<file path="config.mk">
export PLATFORM = sky130hd
export DESIGN_NAME = win_text_sequencer_flat
export DESIGN_NICKNAME = d
export VERILOG_FILES = /design/src/rtl/win_text_sequencer_if.sv /design/src/rtl/win_text_sequencer.sv /design/src/flat_wrapper.sv
export SDC_FILE = /design/constraint.sdc
export NUM_CORES = 1
export LEC_CHECK = 0
export ABC_AREA = 1
export CAP_MARGIN = 20
export CORE_ASPECT_RATIO = 0.7
export CORE_MARGIN = 2
export CORE_UTILIZATION = 52
export CTS_CLUSTER_DIAMETER = 100
export DETAILED_ROUTE_END_ITERATION = 8
export GPL_ROUTABILITY_DRIVEN = 0
export PLACE_DENSITY = 0.81
export SYNTH_ARGS = -nofsm -noshare
export SYNTH_HDL_FRONTEND = slang
export SYNTH_SLANG_ARGS = --single-unit
</file>
<file path="constraint.sdc">
create_clock -name clk -period 5.2 [get_ports clk]
set_input_delay 0.52 -clock clk [delete_from_list [all_inputs] [get_ports clk]]
set_output_delay 0.52 -clock clk [all_outputs]
set_load 0.005 [all_outputs]
</file>
<file path="src/rtl/win_text_sequencer_if.sv">
// Control and reveal-count bundle for the win-scene text sequencer.
// The slave side is the sequencer; the master side is the scene/frame logic driving it.
`timescale 1ns/1ps

interface win_text_sequencer_if;
    logic       start;
    logic       frame_tick;
    logic       skip;
    logic [3:0] line0_chars;
    logic [3:0] line1_chars;
    logic [3:0] line2_chars;
    logic       busy;
    logic       done;
    logic       blink_on;

    modport master (
        output start, frame_tick, skip,
        input  line0_chars, line1_chars, line2_chars, busy, done, blink_on
    );

    modport slave (
        input  start, frame_tick, skip,
        output line0_chars, line1_chars, line2_chars, busy, done, blink_on
    );
endinterface

</file>
<file path="src/rtl/win_text_sequencer.sv">
// Typewriter reveal of the three win-scene text lines, paced by frame ticks,
// followed by a blinking "press to continue" phase once all lines are shown.
`timescale 1ns/1ps

module win_text_sequencer #(
    parameter int CHAR_TICKS  = 6,
    parameter int LINE_GAP    = 20,
    parameter int BLINK_TICKS = 30,
    parameter int LEN0        = 6,
    parameter int LEN1        = 3,
    parameter int LEN2        = 7
) (
    input  logic                 clk,
    input  logic                 rst,
    win_text_sequencer_if.slave  bus
);

    typedef enum logic [1:0] {
        S_IDLE,
        S_TYPE,
        S_GAP,
        S_DONE
    } state_e;

    localparam logic [7:0]       CHAR_LAST  = 8'(CHAR_TICKS - 1);
    localparam logic [7:0]       GAP_LAST   = 8'(LINE_GAP - 1);
    localparam logic [7:0]       BLINK_LAST = 8'(BLINK_TICKS - 1);
    localparam logic [2:0][3:0]  LEN_C      = {4'(LEN2), 4'(LEN1), 4'(LEN0)};

    state_e          state_q, state_d;
    logic [1:0]      cur_q,   cur_d;
    logic [7:0]      tick_q,  tick_d;
    logic [2:0][3:0] cnt_q,   cnt_d;
    logic            blink_q, blink_d;
    logic            busy_q,  busy_d;
    logic            done_q,  done_d;
    logic [3:0]      cnt_inc;

    // NOTE: every variable gets its hold value first so no path leaves one unassigned (no latches).
    always_comb begin
        state_d = state_q;
        cur_d   = cur_q;
        tick_d  = tick_q;
        cnt_d   = cnt_q;
        blink_d = blink_q;
        cnt_inc = cnt_q[cur_q] + 4'd1;

        if (bus.start) begin
            // Restart from any state; a coincident skip or frame_tick is dropped.
            state_d = S_TYPE;
            cur_d   = 2'd0;
            tick_d  = 8'd0;
            cnt_d   = '0;
            blink_d = 1'b0;
        end else if (bus.skip && (state_q == S_TYPE || state_q == S_GAP)) begin
            state_d = S_DONE;
            tick_d  = 8'd0;
            cnt_d   = LEN_C;
            blink_d = 1'b0;
        end else if (bus.frame_tick) begin
            unique case (state_q)
                S_TYPE: begin
                    if (tick_q == CHAR_LAST) begin
                        tick_d        = 8'd0;
                        cnt_d[cur_q]  = cnt_inc;
                        if (cnt_inc == LEN_C[cur_q]) begin
                            state_d = (cur_q == 2'd2) ? S_DONE : S_GAP;
                            blink_d = 1'b0;
                        end
                    end else begin
                        tick_d = tick_q + 8'd1;
                    end
                end
                S_GAP: begin
                    if (tick_q == GAP_LAST) begin
                        tick_d  = 8'd0;
                        cur_d   = cur_q + 2'd1;
                        state_d = S_TYPE;
                    end else begin
                        tick_d = tick_q + 8'd1;
                    end
                end
                S_DONE: begin
                    if (tick_q == BLINK_LAST) begin
                        tick_d  = 8'd0;
                        blink_d = ~blink_q;
                    end else begin
                        tick_d = tick_q + 8'd1;
                    end
                end
                default: ;
            endcase
        end

        // Status flags are computed from the next state so they register alongside it.
        busy_d = (state_d == S_TYPE) || (state_d == S_GAP);
        done_d = (state_d == S_DONE);
    end

    // NOTE: sequential state uses non-blocking assignments so all registers update together.
    always_ff @(posedge clk) begin
        if (rst) begin
            state_q <= S_IDLE;
            cur_q   <= 2'd0;
            tick_q  <= 8'd0;
            cnt_q   <= '0;
            blink_q <= 1'b0;
            busy_q  <= 1'b0;
            done_q  <= 1'b0;
        end else begin
            state_q <= state_d;
            cur_q   <= cur_d;
            tick_q  <= tick_d;
            cnt_q   <= cnt_d;
            blink_q <= blink_d;
            busy_q  <= busy_d;
            done_q  <= done_d;
        end
    end

    assign bus.line0_chars = cnt_q[0];
    assign bus.line1_chars = cnt_q[1];
    assign bus.line2_chars = cnt_q[2];
    assign bus.busy        = busy_q;
    assign bus.done        = done_q;
    assign bus.blink_on    = blink_q;

endmodule
</file>
<file path="src/flat_wrapper.sv">
// flat-port wrapper written by rule: the top's interface ports become plain ports
module win_text_sequencer_flat 
#(
    parameter int CHAR_TICKS  = 6,
    parameter int LINE_GAP    = 20,
    parameter int BLINK_TICKS = 30,
    parameter int LEN0        = 6,
    parameter int LEN1        = 3,
    parameter int LEN2        = 7
)
  (clk, rst, bus_start, bus_frame_tick, bus_skip, bus_line0_chars, bus_line1_chars, bus_line2_chars, bus_busy, bus_done, bus_blink_on);
  win_text_sequencer_if bus_i ();
  input  logic clk;
  input  logic rst;
  input wire logic [$bits(bus_i.start)-1:0] bus_start;
  input wire logic [$bits(bus_i.frame_tick)-1:0] bus_frame_tick;
  input wire logic [$bits(bus_i.skip)-1:0] bus_skip;
  output wire logic [$bits(bus_i.line0_chars)-1:0] bus_line0_chars;
  output wire logic [$bits(bus_i.line1_chars)-1:0] bus_line1_chars;
  output wire logic [$bits(bus_i.line2_chars)-1:0] bus_line2_chars;
  output wire logic [$bits(bus_i.busy)-1:0] bus_busy;
  output wire logic [$bits(bus_i.done)-1:0] bus_done;
  output wire logic [$bits(bus_i.blink_on)-1:0] bus_blink_on;
  assign bus_i.start = bus_start;
  assign bus_i.frame_tick = bus_frame_tick;
  assign bus_i.skip = bus_skip;
  assign bus_line0_chars = bus_i.line0_chars;
  assign bus_line1_chars = bus_i.line1_chars;
  assign bus_line2_chars = bus_i.line2_chars;
  assign bus_busy = bus_i.busy;
  assign bus_done = bus_i.done;
  assign bus_blink_on = bus_i.blink_on;
  win_text_sequencer #(.CHAR_TICKS(CHAR_TICKS), .LINE_GAP(LINE_GAP), .BLINK_TICKS(BLINK_TICKS), .LEN0(LEN0), .LEN1(LEN1), .LEN2(LEN2)) u_core (.clk(clk), .rst(rst), .bus(bus_i));
endmodule
</file>
# Word-level counts from Yosys, hierarchy flattened
# Cells that the tools add are included.
# word_totals
word_cells,76
romBits,0
input_bits,5
memories,0
ramBits,0
latchBits,0
ff_bits,27
out_inout_bits,15
# classes
n_lt_le_gt_ge,2
n_bitwise,2
n_mul,0
n_reduce_logical,16
shift,0
eq_ne,14
add_sub_neg,3
n_mux,27
div_mod_pow,0
# ops
op,count
two-way mux 11 bit,4
two-way mux 8 bit,3
case mux 8 bit (3 select lines),1
binary-select mux 4 bit (select 2 bit),2
"== test 8 x 5 -> 1 bit, second input constant",2
bitwise mux 12 bit,1
two-way mux 2 bit,6
two-way mux 4 bit,3
"== test 2 bit, second input constant",5
"adder 8 x 1 -> 8 bit, second input constant",1
demux 4 bit (select 2 bit),1
"== test 8 x 3 -> 1 bit, second input constant",1
nonzero test 2 bit,4
AND reduction 3 bit,2
AND reduction 5 bit,1
"adder 4 x 1 -> 4 bit, second input constant",1
"== test 2 x 1 -> 1 bit, second input constant",2
== test 4 bit,1
two-way mux 1 bit,4
"inequality test 2 bit, second input constant",2
case mux 2 bit (2 select lines),1
AND reduction 4 bit,1
"< comparator 2 x 3 -> 1 bit, second input constant",1
nonzero test 3 bit,1
10 further kinds,13

# Logic depth before layout (Yosys ltp)
# logic_depth
word_depth,12
ltp_mapped,19
mapped_depth_nobuf,19

# Worst setup path after synthesis
# Ideal clock, no wire load.
# synth_timing
path_type,register to register
from,register u_core.cur_q[0]
to,"register u_core.busy_q, in the netlist u_core.bus.busy"
path_buffers,0
setup_ns,0.109
stages_incl_launch_ff,18
t_required_ns,5.091
t_arrival_ns,2.192
path_slack_ns,2.899
period_less_slack_ns,2.301
cell_sequence,dfxtp_1 -> inv_4 -> nand2_2 -> nand3_2 -> nand2_2 -> ha_1 -> xnor2_1 -> nor2_1 -> nand3_2 -> nor2_4 -> nand4_1 -> nand3_1 -> nand2_1 -> nand2_1 -> nand2_1 -> ha_1 -> inv_1 -> nor2_1
# synth_via
elab_chain_cells,12
word_cells_on_any_way,17
cone_classes,add/sub (1); eq/ne (4); mux (11); reduce/logical (1)
# synth_lines
element,line_no,source
"start, declared",win_text_sequencer.sv:31,"logic [1:0] cur_q, cur_d;"
"start signal, assigned",win_text_sequencer.sv:112,cur_q <= cur_d;
binary-select mux 4 bit (select 2 bit),win_text_sequencer.sv:46,cnt_inc = cnt_q[cur_q] + 4'd1;
two-way mux 4 bit (implied by the code),win_text_sequencer.sv:46,
adder 4 x 1 -> 4 bit,win_text_sequencer.sv:46,
== test 4 bit,win_text_sequencer.sv:66,if (cnt_inc == LEN_C[cur_q]) begin
two-way mux 2 bit (*),win_text_sequencer.sv:66,
two-way mux 2 bit (*),win_text_sequencer.sv:63,if (tick_q == CHAR_LAST) begin
case mux 2 bit (2 select lines) (*),win_text_sequencer.sv:61,unique case (state_q)
two-way mux 2 bit (*),win_text_sequencer.sv:60,end else if (bus.frame_tick) begin
two-way mux 2 bit (*),win_text_sequencer.sv:55,end else if (bus.skip && (state_q == S_TYPE || state_q == S_GAP)) begin
two-way mux 2 bit (*),win_text_sequencer.sv:48,if (bus.start) begin
== test 2 x 1 -> 1 bit / == test 2 bit (equally long branches),win_text_sequencer.sv:96,busy_d = (state_d == S_TYPE) || (state_d == S_GAP);
logical OR 1 bit (*),win_text_sequencer.sv:96,
named net u_core.busy_d,win_text_sequencer.sv:35,"logic busy_q, busy_d;"
"end signal, assigned",win_text_sequencer.sv:116,busy_q <= busy_d;
"end, declared",win_text_sequencer.sv:35,
# The timed path passes the listed nets; every way through them passes the cells marked *. The select of a mux whose other input is x is not followed.
# A chain may end at the register's enable or synchronous reset.

# Worst setup path after layout
# Ends and elaborated chain as after synthesis.

==> flow_metrics.env <==
export IMPL_status="complete, no violations"
export IMPL_cts_tree="done"
export IMPL_drtPass1Iterations=4
export IMPL_holdPathStages=2
export IMPL_maxCapViolations=0
export IMPL_timing_setup_tns_ns=0
export IMPL_slowest_delay_ns=0.59
export IMPL_setup_viol_count_final=0
export IMPL_ys_types=29
export IMPL_final_util_pct=66.4
export IMPL_antenna_found_initial=0
export IMPL_fin_nets=275
export IMPL_drc_errors=0
export IMPL_dpl_cell_area_sq_um=1870
export IMPL_ys_seq_area_share_pct=33.1
export IMPL_post_route_period_util_pct=51.0
export IMPL_multi_input_area_sq_um=923
export IMPL_fmax_ghz=0.377
export IMPL_grt_pass1_vias=1373
export IMPL_chipWidth_microns=71.0
export IMPL_via_per_inst=5.22
export IMPL_grt_max_degree=17
export IMPL_cts_resized=0
export IMPL_cp_required_ns=5.38
export IMPL_synth_area_top_cells="dfxtp_1 (33%), nand2_1 (11%), inv_1 (9.7%), ha_1 (9.2%), nor2_1 (5.3%)"
export IMPL_drive_gt1_share_pct=8.56
export IMPL_cts_sinks=27
export IMPL_hold_ws_ns=0.507
export IMPL_rsz0062_at_grt="false"
export IMPL_syn_num_nets=251
export IMPL_min_delay_start="u_core.bus.line0_chars[0]"
export IMPL_synth_cells=234
export IMPL_syn_area_per_cell_sq_um=6.97
export IMPL_num_fill_cells=272
export IMPL_dpl_hpwl_microns=2760
export IMPL_grt_pass1_wl_microns=6240
export IMPL_routed_wl_microns=3560
export IMPL_hold_end="u_core.bus.line0_chars[0]"
export IMPL_drtIter0Drc=122
export IMPL_slowest_stage="dfxtp_1"
export IMPL_rows=16
export IMPL_fin_ws_ns=2.55
export IMPL_cpMostUsedCell="nand2_1"
export IMPL_cpLargestDelayFamily="simple AND/OR/NAND/NOR gates"
export IMPL_cts_root_buf="clkbuf_8"
export IMPL_timing_critical_path_arrival_ns=2.83
export IMPL_ant_nets=0
export IMPL_ir_worst_vdd_uv=175
export IMPL_htree_levels=1
export IMPL_yosys_area_top_type="dfxtp_1"
export IMPL_p_leak_nw=0.876
export IMPL_pre_cts_slack_ns=2.56
export IMPL_fin_cells=293
export IMPL_period_needed_ns=2.65
export IMPL_critPathBufInv=2
export IMPL_core_area_sq_um=2880
export IMPL_dp_cells=289
export IMPL_reg2reg_from="u_core.cur_q[0]"
export IMPL_insertion_delay_ns=0.28
export IMPL_regArea_sq_um=541
export IMPL_reg2reg_slack_ns=2.55
export IMPL_netlist_area_leader_share_pct=33.1
export IMPL_critPathLaunchType="flop"
export IMPL_slew_headroom_pct=62.8
export IMPL_skew_ns=0.00644
export IMPL_netlist_area_sq_um=1630
export IMPL_cts_max_path_buffers=2
export IMPL_syn_to_final_growth_pct=17.4
export IMPL_ys_warn_count=0
export IMPL_hold_violations=0
export IMPL_cts_setup_buffers=0
export IMPL_power_total_mw=0.388
export IMPL_rr_endpoint="u_core.bus.busy"
export IMPL_portBuffers=19
export IMPL_dieArea_sq_um=3610
export IMPL_grt_usage_pct=21.9
export IMPL_power_density_nw_per_um2=202
export IMPL_cp_max_fo=10
export IMPL_via_count=1529
export IMPL_final_cell_mix="nand2_1 (47), inv_1 (42), dfxtp_1 (27)"
export IMPL_start_util_pct=56.6
export IMPL_ff2ff_path_depth=17
export IMPL_n_antenna_cell=0
export IMPL_synth_seq_cells=27
export IMPL_clk_pin_slew_ns=0.10
export IMPL_worst_pin_slew_ns=0.556
export IMPL_wl_per_cell_microns=12.1
export IMPL_path_class="flop to flop"
export IMPL_ios=20
export IMPL_cp_end_kind="flop"
export IMPL_die_h_microns=50.9
export IMPL_numCtsBuffers=3
export IMPL_min_path_type="flop to flop"
export IMPL_final_max_slew_viol_count=0
export IMPL_final_common_cell="nand2_1"
export IMPL_path_cells="inv_4, nand2_2, nand3_2, nand2_2, ha_1, xnor2_1, nor2_1, nand3_2, nor2_4, nand4_1, nand3_1, nand2_1, nand2_1, nand2_1, ha_1, inv_1, nor2_1"
export IMPL_ctsHoldBuffers=0
export IMPL_gr_total_overflow=0
export IMPL_fin_area_sq_um=1920
[Yosys cell counts, drive strengths merged]
| cell | instances |
|---|---|
| a211oi | 3 |
| a21oi | 18 |
| a2bb2oi | 1 |
| a31oi | 1 |
| dfxtp | 27 |
| ha | 12 |
| inv | 44 |
| nand2 | 54 |
| nand3 | 19 |
| nand3b | 1 |
| nand4 | 6 |
| nor2 | 25 |
| nor3 | 4 |
| nor3b | 1 |
| o211ai | 1 |
| o21ai | 13 |
| o31ai | 1 |
| xnor2 | 1 |
| xor2 | 2 |
[per-layer routing]
metal  GRT usage, %  wire length [microns]  vias to the layer above
li1               -                      -                      798
met1           32.1                   1850                      669
met2           32.7                   1440                       57
met3           4.73                    221                        5
met4           5.66                     44                        0
met5              0                      0                        -
[final cells by class]
class,count,area share [%]
sequential,27,28.2
clock buffer,3,2.16
clock inverter,1,0.392
multi-input combinational,163,48.2
inverter,44,8.75
timing repair buffer,19,9.93
tap,36,2.35
[flip-flops by register name, indices dropped and copies added, names as in the netlist]
name	count
u_core.state_q	2
u_core.bus.blink_on	1
u_core.bus.line2_chars	4
u_core.cur_q	2
u_core.bus.busy	1
u_core.tick_q	8
u_core.bus.line1_chars	4
u_core.bus.line0_chars	4
u_core.bus.done	1
[worst max path at each step]
stage | from | end | depth (start not counted)
floorplan | u_core.cur_q[0] | u_core.bus.busy | 17
global placement | u_core.cur_q[0] | u_core.bus.busy | 17
detailed placement | u_core.cur_q[0] | u_core.bus.busy | 17
CTS | u_core.cur_q[0] | u_core.bus.busy | 17
global route | u_core.cur_q[0] | u_core.bus.busy | 17
finish | u_core.cur_q[0] | u_core.bus.busy | 17
[where the power goes]
group / total (mW) / switching, mW / internal, mW
combinational: 0.0459 / 0.0266 / 0.0192
clock: 0.126 / 0.0718 / 0.0547
sequential: 0.215 / 0.00375 / 0.212
[logic make-up (layout without fill, tap and decap cells)]
logic type | Yosys count | in the layout | share of synthesized area, %
flip-flops | 27 | 27 | 33.1
XOR/XNOR | 3 | 3 | 1.61
adder cells (fa/ha/maj) | 12 | 12 | 9.20
AND/OR/NAND/NOR | 110 | 110 | 32.8
AO/OA/AOI/OAI | 38 | 38 | 13.0
buffers and inverters | 44 | 67 | 10.3
[tightest hold or removal path: stages, from the launching register on]
cell and delay (ns):
dfxtp_1 0.32, inv_1 0.08, a21oi_1 0.06
No activity file was read; power rests on OpenSTA's default activity.
